<file path="src/rtl/seg7_pkg.sv">
// Shared types and constants for the seven-segment scan controller.
// Decode table is active-low {a..g}; codes 10..15 map to all segments off.
package seg7_pkg;

   typedef enum logic [1:0] {
      IDLE  = 2'd0,
      BLANK = 2'd1,
      SHOW  = 2'd2
   } scan_state_t;

   localparam logic [6:0] SEG_OFF = 7'b1111111;

   // Entry 15 is the leftmost slice, entry 0 the rightmost.
   localparam logic [15:0][6:0] SEG_TABLE = {
      SEG_OFF, SEG_OFF, SEG_OFF, SEG_OFF, SEG_OFF, SEG_OFF,
      7'b0000100,   // 9
      7'b0000000,   // 8
      7'b0001111,   // 7
      7'b0100000,   // 6
      7'b0100100,   // 5
      7'b1001100,   // 4
      7'b0000110,   // 3
      7'b0010010,   // 2
      7'b1001111,   // 1
      7'b0000001    // 0
   };

endpackage

</file>
<file path="src/rtl/seg7_digit_decode.sv">
// BCD to active-low seven-segment decoder; non-BCD codes blank the digit.
// Latency: combinational, zero cycles.
// Backpressure: none, pure function of its input.
module seg7_digit_decode
   import seg7_pkg::*;
(
   input  logic [3:0] bcd,
   output logic [6:0] seg
);

   assign seg = SEG_TABLE[bcd];

endmodule

</file>
<file path="src/rtl/seg7_scan_ctrl.sv">
// Multiplexed common-anode 7-seg scanner with per-slot blanking guard and frame-aligned digit updates.
// Latency: outputs registered; a load becomes visible at the next frame boundary (at once when idle).
// Backpressure: none; load is a pulse, the last one before a frame end wins. SEG7_SCAN_LZ_BLANK_EN adds leading-zero blanking.
module seg7_scan_ctrl #(
   parameter int NUM_DIGITS   = 4,
   parameter int REFRESH_DIV  = 1000,
   parameter int BLANK_CYCLES = 16
) (
   input  logic                    clk,
   input  logic                    rst_n,
   input  logic                    enable,
   input  logic                    load,
   input  logic [4*NUM_DIGITS-1:0] digits_in,
   output logic [6:0]              seg_out,
   output logic [NUM_DIGITS-1:0]   an_out,
   output logic                    frame_done
);
   import seg7_pkg::*;

   localparam int IDX_W = (NUM_DIGITS > 1) ? $clog2(NUM_DIGITS) : 1;
   localparam int CNT_W = (REFRESH_DIV > 1) ? $clog2(REFRESH_DIV) : 1;
   localparam int DW    = 4 * NUM_DIGITS;

   localparam logic [CNT_W-1:0] LAST_CNT   = CNT_W'(REFRESH_DIV - 1);
   localparam logic [CNT_W-1:0] BLANK_LAST = CNT_W'(BLANK_CYCLES - 1);
   localparam logic [IDX_W-1:0] LAST_IDX   = IDX_W'(NUM_DIGITS - 1);

   scan_state_t      state, ns;
   logic [CNT_W-1:0] div_cnt, ncnt;
   logic [IDX_W-1:0] digit_idx, nidx;
   logic             fd_nxt;

   logic [DW-1:0]    active, active_nxt;
   logic [DW-1:0]    pending, pending_nxt;
   logic             pending_valid, pv_nxt;

   logic [DW-1:0]    shifted;
   logic [3:0]       nib;
   logic [6:0]       dec_seg;
   logic [6:0]       seg_nxt;
   logic [NUM_DIGITS-1:0] an_nxt;

   always_comb begin
      ns     = state;
      ncnt   = div_cnt;
      nidx   = digit_idx;
      fd_nxt = 1'b0;
      if (!enable) begin
         ns   = IDLE;
         ncnt = '0;
         nidx = '0;
      end else begin
         case (state)
            IDLE: begin
               ns   = BLANK;
               ncnt = '0;
               nidx = '0;
            end
            BLANK, SHOW: begin
               if (div_cnt == LAST_CNT) begin
                  ns   = BLANK;
                  ncnt = '0;
                  if (digit_idx == LAST_IDX) begin
                     nidx   = '0;
                     fd_nxt = 1'b1;
                  end else begin
                     nidx = digit_idx + IDX_W'(1);
                  end
               end else begin
                  ncnt = div_cnt + CNT_W'(1);
                  ns   = (div_cnt >= BLANK_LAST) ? SHOW : BLANK;
               end
            end
            default: begin
               ns   = IDLE;
               ncnt = '0;
               nidx = '0;
            end
         endcase
      end
   end

   // The transfer is taken in the frame_done cycle (first guard cycle of digit 0),
   // so it is never visible mid-digit and a load in that same cycle can bypass pending.
   always_comb begin
      active_nxt  = active;
      pending_nxt = pending;
      pv_nxt      = pending_valid;
      if (frame_done && pending_valid) begin
         active_nxt = pending;
         pv_nxt     = 1'b0;
      end
      if (load) begin
         if (state == IDLE || frame_done) begin
            active_nxt = digits_in;
            pv_nxt     = 1'b0;
         end else begin
            pending_nxt = digits_in;
            pv_nxt      = 1'b1;
         end
      end
   end

   assign shifted = active_nxt >> {nidx, 2'b00};
   assign nib     = shifted[3:0];

   seg7_digit_decode u_dec (
      .bcd (nib),
      .seg (dec_seg)
   );

`ifdef SEG7_SCAN_LZ_BLANK_EN
   logic lz_hit;
   // Blank when this nibble and every higher one are zero; digit 0 always shows.
   assign lz_hit = (nidx != '0) && (shifted == '0);
`endif

   always_comb begin
      seg_nxt = SEG_OFF;
      an_nxt  = '1;
      if (ns == SHOW) begin
         an_nxt  = ~(NUM_DIGITS'(1) << nidx);
         seg_nxt = dec_seg;
`ifdef SEG7_SCAN_LZ_BLANK_EN
         if (lz_hit) seg_nxt = SEG_OFF;
`endif
      end
   end

   always_ff @(posedge clk or negedge rst_n) begin
      if (!rst_n) begin
         state         <= IDLE;
         div_cnt       <= '0;
         digit_idx     <= '0;
         active        <= '0;
         pending       <= '0;
         pending_valid <= 1'b0;
         seg_out       <= SEG_OFF;
         an_out        <= '1;
         frame_done    <= 1'b0;
      end else begin
         state         <= ns;
         div_cnt       <= ncnt;
         digit_idx     <= nidx;
         active        <= active_nxt;
         pending       <= pending_nxt;
         pending_valid <= pv_nxt;
         seg_out       <= seg_nxt;
         an_out        <= an_nxt;
         frame_done    <= fd_nxt;
      end
   end

endmodule

</file>
<file path="config.mk">
export PLATFORM = sky130hd
export DESIGN_NAME = seg7_scan_ctrl
export DESIGN_NICKNAME = d
export VERILOG_FILES = /design/src/rtl/seg7_pkg.sv /design/src/rtl/seg7_digit_decode.sv /design/src/rtl/seg7_scan_ctrl.sv
export SDC_FILE = /design/constraint.sdc
export NUM_CORES = 1
export LEC_CHECK = 0
export CAP_MARGIN = 30
export CORE_MARGIN = 2
export CORE_UTILIZATION = 56
export CTS_CLUSTER_SIZE = 20
export DETAILED_ROUTE_END_ITERATION = 10
export DONT_BUFFER_PORTS = 1
export GPL_TIMING_DRIVEN = 0
export PLACE_DENSITY = 0.79
export SLEW_MARGIN = 15
export SYNTH_ARGS = -nofsm -noshare
export SYNTH_HDL_FRONTEND = slang
export SYNTH_HIERARCHICAL = 1
export SYNTH_SLANG_ARGS = --single-unit
</file>
<file path="constraint.sdc">
create_clock -name clk -period 2.5 [get_ports clk]
set_input_delay 0.375 -clock clk [delete_from_list [all_inputs] [get_ports clk]]
set_output_delay 0.375 -clock clk [all_outputs]
set_load 0.01 [all_outputs]
</file>
======== Yosys cells after proc, flatten, opt, wreduce, memory -nomap -nowiden ========
Memories as Yosys holds them, arrays and structs flattened.
Cells that the tools add are included.
operators by class
  shift-type cells ........................ 2
  bitwise gates (word level) .............. 2
  add/sub/neg operators ................... 2
  order comparisons ....................... 2
  multiplexer cells ....................... 24
  equality and inequality tests ........... 5
  reduce and logical (&&, ||, !) cells .... 6
operators by type and width
  kind                     number
  $mux W16                 3
  $mux W10                 3
  $shr A16 B4 Y4           1
  $mux W2                  7
  $mux W7                  2
  $add A10 B1 Y10 const B  1
  $eq A10 B10 Y1 const B   1
  $ge A10 B4 Y1 const B    1
  $mux W1                  7
  $eq A2 B2 Y1 const B     3
  $lt A4 B5 Y1 const B     1
  $mux W4                  1
  $not A4 Y4               1
  $pmux W2 S2              1
  $shl A1 B2 Y4 const A    1
  $add A2 B1 Y2 const B    1
  $eq A2 B1 Y1 const B     1
  $logic_not A2 Y1         1
  $reduce_and A2 Y1        1
  $reduce_bool A2 Y1       1
  $reduce_or A2 Y1         1
  $logic_and A1 B1 Y1      1
  $logic_or A1 B1 Y1       1
  $not A1 Y1               1
word-level totals
  output and inout bits ................... 12
  register bits ........................... 59
  input bits .............................. 20
  memory bits (read-only) ................. 112
  memories kept ........................... 1
  logic and storage cells ................. 53
memories
  name             words  width  rd ports  clocked after memory_dff  write ports  RTL line                 RTL
  (no name shown)  16     7      1         0                         0            seg7_digit_decode.sv:11  assign seg = SEG_TABLE[bcd];

======== Longest topological paths before layout ========
  word-level depth ........................ 9
  depth in mapped cells ................... 14
  gate-level depth less buffers ........... 13

======== Hierarchy ========
The synthesis kept the hierarchy.
modules (own cells, without submodules)
  module             times used  seq. area each (um^2)  area each (um^2)  cells an instance
  seg7_scan_ctrl     1           1490.2                 2641.3            230
  seg7_digit_decode  1           0.0                    210.2             33

======== Worst setup path before layout ========
Ideal clock, no wire load.
  path type ............................... flip-flop to flip-flop
  start point ............................. reg div_cnt[0]
  end point ............................... reg seg_out[3]
  library setup time ...................... 0.082 ns
  arrival ................................. 2.675 ns
  stages on the path, launching flop included .. 14
  clock period less this slack ............ 2.757 ns
  data required time ...................... 2.418 ns
  slack ................................... -0.257 ns
  path buffers ............................ 1
  path through ............................ dfrtp_1 ha_1 nand4b_1 o31a_1 o21ai_1 buf_4 nand2_1 a32oi_1 inv_1 ha_1 or2_1 a21oi_2 a31oi_1 or2_1
on the way
  longest elaborated chain between the ends .. 8
  elaborated cells on any way between the ends .. 14
  classes of those cells .................. order compare (1); eq/ne (2); shift (1); mux (9); memory (1)
ends and longest elaborated chain
  what                           RTL line                 RTL
  from (decl)                    seg7_scan_ctrl.sv:29     logic [CNT_W-1:0] div_cnt, ncnt;
  from (signal assigned)         seg7_scan_ctrl.sv:143    div_cnt <= ncnt;
  $eq A10 B10 Y1                 seg7_scan_ctrl.sv:60     if (div_cnt == LAST_CNT) begin
  $mux W2                        seg7_scan_ctrl.sv:60
  $mux W2                        seg7_scan_ctrl.sv:53     case (state)
  $mux W2                        seg7_scan_ctrl.sv:48     if (!enable) begin
  $shr A16 B4 Y4                 seg7_scan_ctrl.sv:104    assign shifted = active_nxt >> {nidx, 2'b00};
  via shifted[1]                 seg7_scan_ctrl.sv:37     logic [DW-1:0] shifted;
  $mem_v2 Z16 W7                 n/a
  $mux W7 (not written as such)  seg7_digit_decode.sv:11
  via dec_seg[3]                 seg7_scan_ctrl.sv:39     logic [6:0] dec_seg;
  $mux W7                        seg7_scan_ctrl.sv:121    if (ns == SHOW) begin
  via seg_nxt[3]                 seg7_scan_ctrl.sv:40     logic [6:0] seg_nxt;
  to (signal assigned)           seg7_scan_ctrl.sv:148    seg_out <= seg_nxt;
  to (decl)                      seg7_scan_ctrl.sv:14     output logic [6:0] seg_out,
The timed path passes the listed nets, and every way through them passes these cells. The select of a mux whose other input is x is not followed.
A chain may end at the register's enable or synchronous reset.

======== Final worst setup path ========
  start point ............................. reg div_cnt[4]
  end point ............................... reg seg_out[3]
Same word-level chain as after synthesis.

==> metrics.md <==
| Metric | Value |
|---|---|
| Post-Syn Nets | 292 |
| Cell Area, Placed | ~3000 µm² |
| Warnings from Yosys | 6 |
| Pint | 1.83 mW |
| RSZ-0062 raised after global routing | true |
| CP endpoint kind | flip-flop |
| CP arrival | between 3 and 4 ns |
| Peak VDD IR | 586 µV |
| Max Root-Sink Buffers | 2 |
| Boundary Pins | 32 |
| Total net switching power | 0.611 mW |
| Fin util | 0.755 |
| Syn avg cell area | 10.8 µm² |
| Vias per inst | 5.63 |
| FP Rows | 25 |
| Layout Cells excl Fill | 374 |
| Worst slew margin | 0.597 |
| First-iteration detailed-routing DRC count | 137 |
| Mapped Cells | between 200 and 300 |
| Slew of the pin with the lowest slew margin | 0.601 ns |
| Pwr dens | 672 nW/µm² |
| Post-route ant nets | 0 |
| Starting Density | 0.592 |
| Top-area cell type share of the netlist area | 0.421 |
| Number of global-route vias before repair | 2,058 |
| CP required | about 2.8 ns |
| # fillers | 322 |
| Total track usage | 0.235 |
| Setup CP Type | flip-flop to flip-flop |
| Sequential area share after synthesis | 0.523 |
| Syn-to-layout area delta | 27.5% |
| Clock buffer count from CTS | 9 |
| Post-placement setup slack | -0.532 ns |
| CTS tree | built |
| Die H | 75.4 µm |
| Placer Congestion | 0.842 |
| Total congestion overflow | 0 |
| Routed WL per cell | 17.6 µm |
| Fin. max-slew vios | 0 |
| Max Cap Violations | 0 |
| Die ar. | between 5000 and 6000 µm² |
| Root Buffer | clkbuf_8 |
| Global-route wire length before repair | 9.65 mm |
| Via count | 2,107 |
| Die width | 75.4 µm |
| DRT Wirelength | 6.57 mm |
| Most common cell in the netlist | dfrtp_1 |
| Synth Register Bits | 59 |
| Sw Share | 0.250 |
| EDFF count, synth | 0 |
| Part of the power in registers | 0.445 |
| Synth Cell Area | 2850 µm² |
| First drt pass iteration count | 4 |
| HP Class | input port to flip-flop |
| Layout cell share with drive strength beyond 1 | 0.381 |
| Failing checks | negative setup slack |
| Library cells used by synthesis | 41 |
| Diode count | 0 |
| Worst-path fanout max | 5 |
| Placed Cells | 330 |
| Post-DP HPWL | 3.67 mm |
| Lkg Pwr | 1.65 nW |
| Reg clk slew, reported paths | 0.07 ns |
| TritonCTS Sinks | 59 |
| Clock Skew | 0.00585 ns |
| Port Buf Inserts | 0 |
| Setup violations, final | 7 |
| Largest net degree at the start of global routing | 60 |
| Final hold vios | 0 |
| Max H-tree Level | 3 |
| Total power | roughly 2.4 mW |
| Combinational fraction of design power | 0.153 |
| Commonest cells in the netlist | dfrtp_1, nor2_1, a21oi_1, nand2_1 |
| Period utilization | 1.11 |
| Skew-Pair Late Insertion Delay | 0.34 ns |
| Synth area leaders | dfrtp_1, dfstp_2, mux2_2, mux2i_1, nor2_1 |
| Min Tclk post-route | 2.78 ns |
| Clk pwr share | 0.403 |
| Run status | finished, violations left |
| Worst setup margin | -0.278 ns |
| WHS | 0.122 ns |
| Max frequency | 360 MHz |
| Post-synth top area cell | dfrtp_1 |
| Top FF cell, synth | dfrtp_1 |
| Post-route cell area | between 3000 and 4000 µm² |
| Core Box Area | roughly 4800 µm² |
| Asr flop ratio synth | 1.00 |
| Crit path launch type | flip-flop |
| Setup TNS | -1.50 ns |
| Drc violations | 0 |
| Final net count | 331 |
| Initial antenna violation count | 0 |
worst paths after layout:
check	slack, ns	to	cells past startpoint	start
worst max-delay path	-0.28	seg_out[3]$_DFF_PN1_	14	div_cnt[4]$_DFF_PN0_
worst min-delay path	0.12	pending_valid$_DFFE_PN0P_	1	load
worst max register to register	-0.28	seg_out[3]$_DFF_PN1_	14	div_cnt[4]$_DFF_PN0_
worst min register to register	0.50	div_cnt[0]$_DFF_PN0_	1	div_cnt[0]$_DFF_PN0_
max in group asynchronous	1.64	an_out[1]$_DFF_PN1_	2	rst_n
min in group asynchronous	0.55	active[13]$_DFF_PN0_	2	rst_n
layout make-up:
type                    instances  area (µm²)  share of cell area
flip-flops and latches         59        1490               0.410
multi-input cells             184        1450               0.399
repair buffers                 28         243              0.0668
clock buffers                  11         151              0.0417
plain buffers                  12         111              0.0306
well taps                      67        83.8              0.0231
clock inverters                 5        75.1              0.0207
inverters                       8        30.0             0.00826
power by group through the flow:
stage / clock network (mW) / registers (mW) / logic [mW]
after detailed placement: 0 / 1.10 / 0.257
after CTS: 0.989 / 1.08 / 0.311
after global placement: 0 / 1.10 / 0.248
final: 0.984 / 1.09 / 0.373
after global routing: 1.04 / 1.10 / 0.408
after floorplan: 0 / 1.09 / 0.211
cells by family (layout without fill, tap and decap cells):
group	count (synthesis)	count (layout)	share of synthesized area
buf+inv	20	64	0.0426
flops	59	59	0.523
simple gates	92	92	0.161
fa+ha+maj	9	9	0.0395
mux	32	32	0.119
compound gates	43	43	0.0908
xor+xnor	8	8	0.0246
placed cells by master (no fill, tap or decap), types with 2 or more instances in the layout:
| master | count |
|---|---|
| o21ai_0 | 4 |
| nor2_1 | 38 |
| buf_6 | 6 |
| buf_2 | 3 |
| a21oi_1 | 15 |
| clkbuf_8 | 11 |
| mux2i_1 | 16 |
| xor2_1 | 2 |
| a21oi_4 | 3 |
| xnor2_1 | 6 |
| buf_4 | 26 |
| nand2_2 | 2 |
| and3_1 | 4 |
| inv_1 | 5 |
| o21ai_1 | 2 |
| nor3_1 | 2 |
| clkinv_2 | 3 |
| nand2b_1 | 4 |
| ha_4 | 3 |
| ha_1 | 6 |
| bufinv_16 | 2 |
| inv_2 | 3 |
| dfrtp_1 | 47 |
| dfstp_2 | 11 |
| or2_1 | 7 |
| a32oi_4 | 2 |
| a21oi_2 | 5 |
| nand2_1 | 18 |
| o21a_1 | 2 |
| o21ai_4 | 2 |
| mux2_2 | 16 |
| nand2_4 | 2 |
| a32oi_2 | 2 |
| and3_2 | 2 |
| o31a_1 | 2 |
metal layers:
layer	up-vias	track usage	wire, µm
met2	51	0.385	3340
met4	0	0.117	184
li1	979	-	-
met5	-	0	0
met3	19	0.0569	316
met1	1058	0.292	2720
worst max-delay path, stage by stage (launching register included):
cell	delay [ns]
dfrtp_1	0.44
nand4b_1	0.21
buf_4	0.17
o31a_1	0.26
o21ai_4	0.18
buf_12	0.13
buf_6	0.12
nand2_2	0.07
a32oi_4	0.20
inv_2	0.11
ha_4	0.17
or2_4	0.25
a21oi_4	0.13
a31oi_1	0.05
or2_1	0.21
state kept, by name, summed over array words and instances (netlist names):
register	count
active	16
pending	16
div_cnt	10
seg_out	7
an_out	4
digit_idx	2
state	2
frame_done	1
pending_valid	1
timing repair:
| action | CTS | global route |
|---|---|---|
| hold buffers | 2 | 0 |
| gates cloned | 1 | 0 |
| resized for setup | 19 | 22 |
| buffers inserted | 14 | 11 |
| setup endpoints to repair | 7 | 7 |
| endpoints found under the hold margin | 59 | 0 |
| pin swaps | 9 | 9 |
Power figures use the tool's default switching activity.
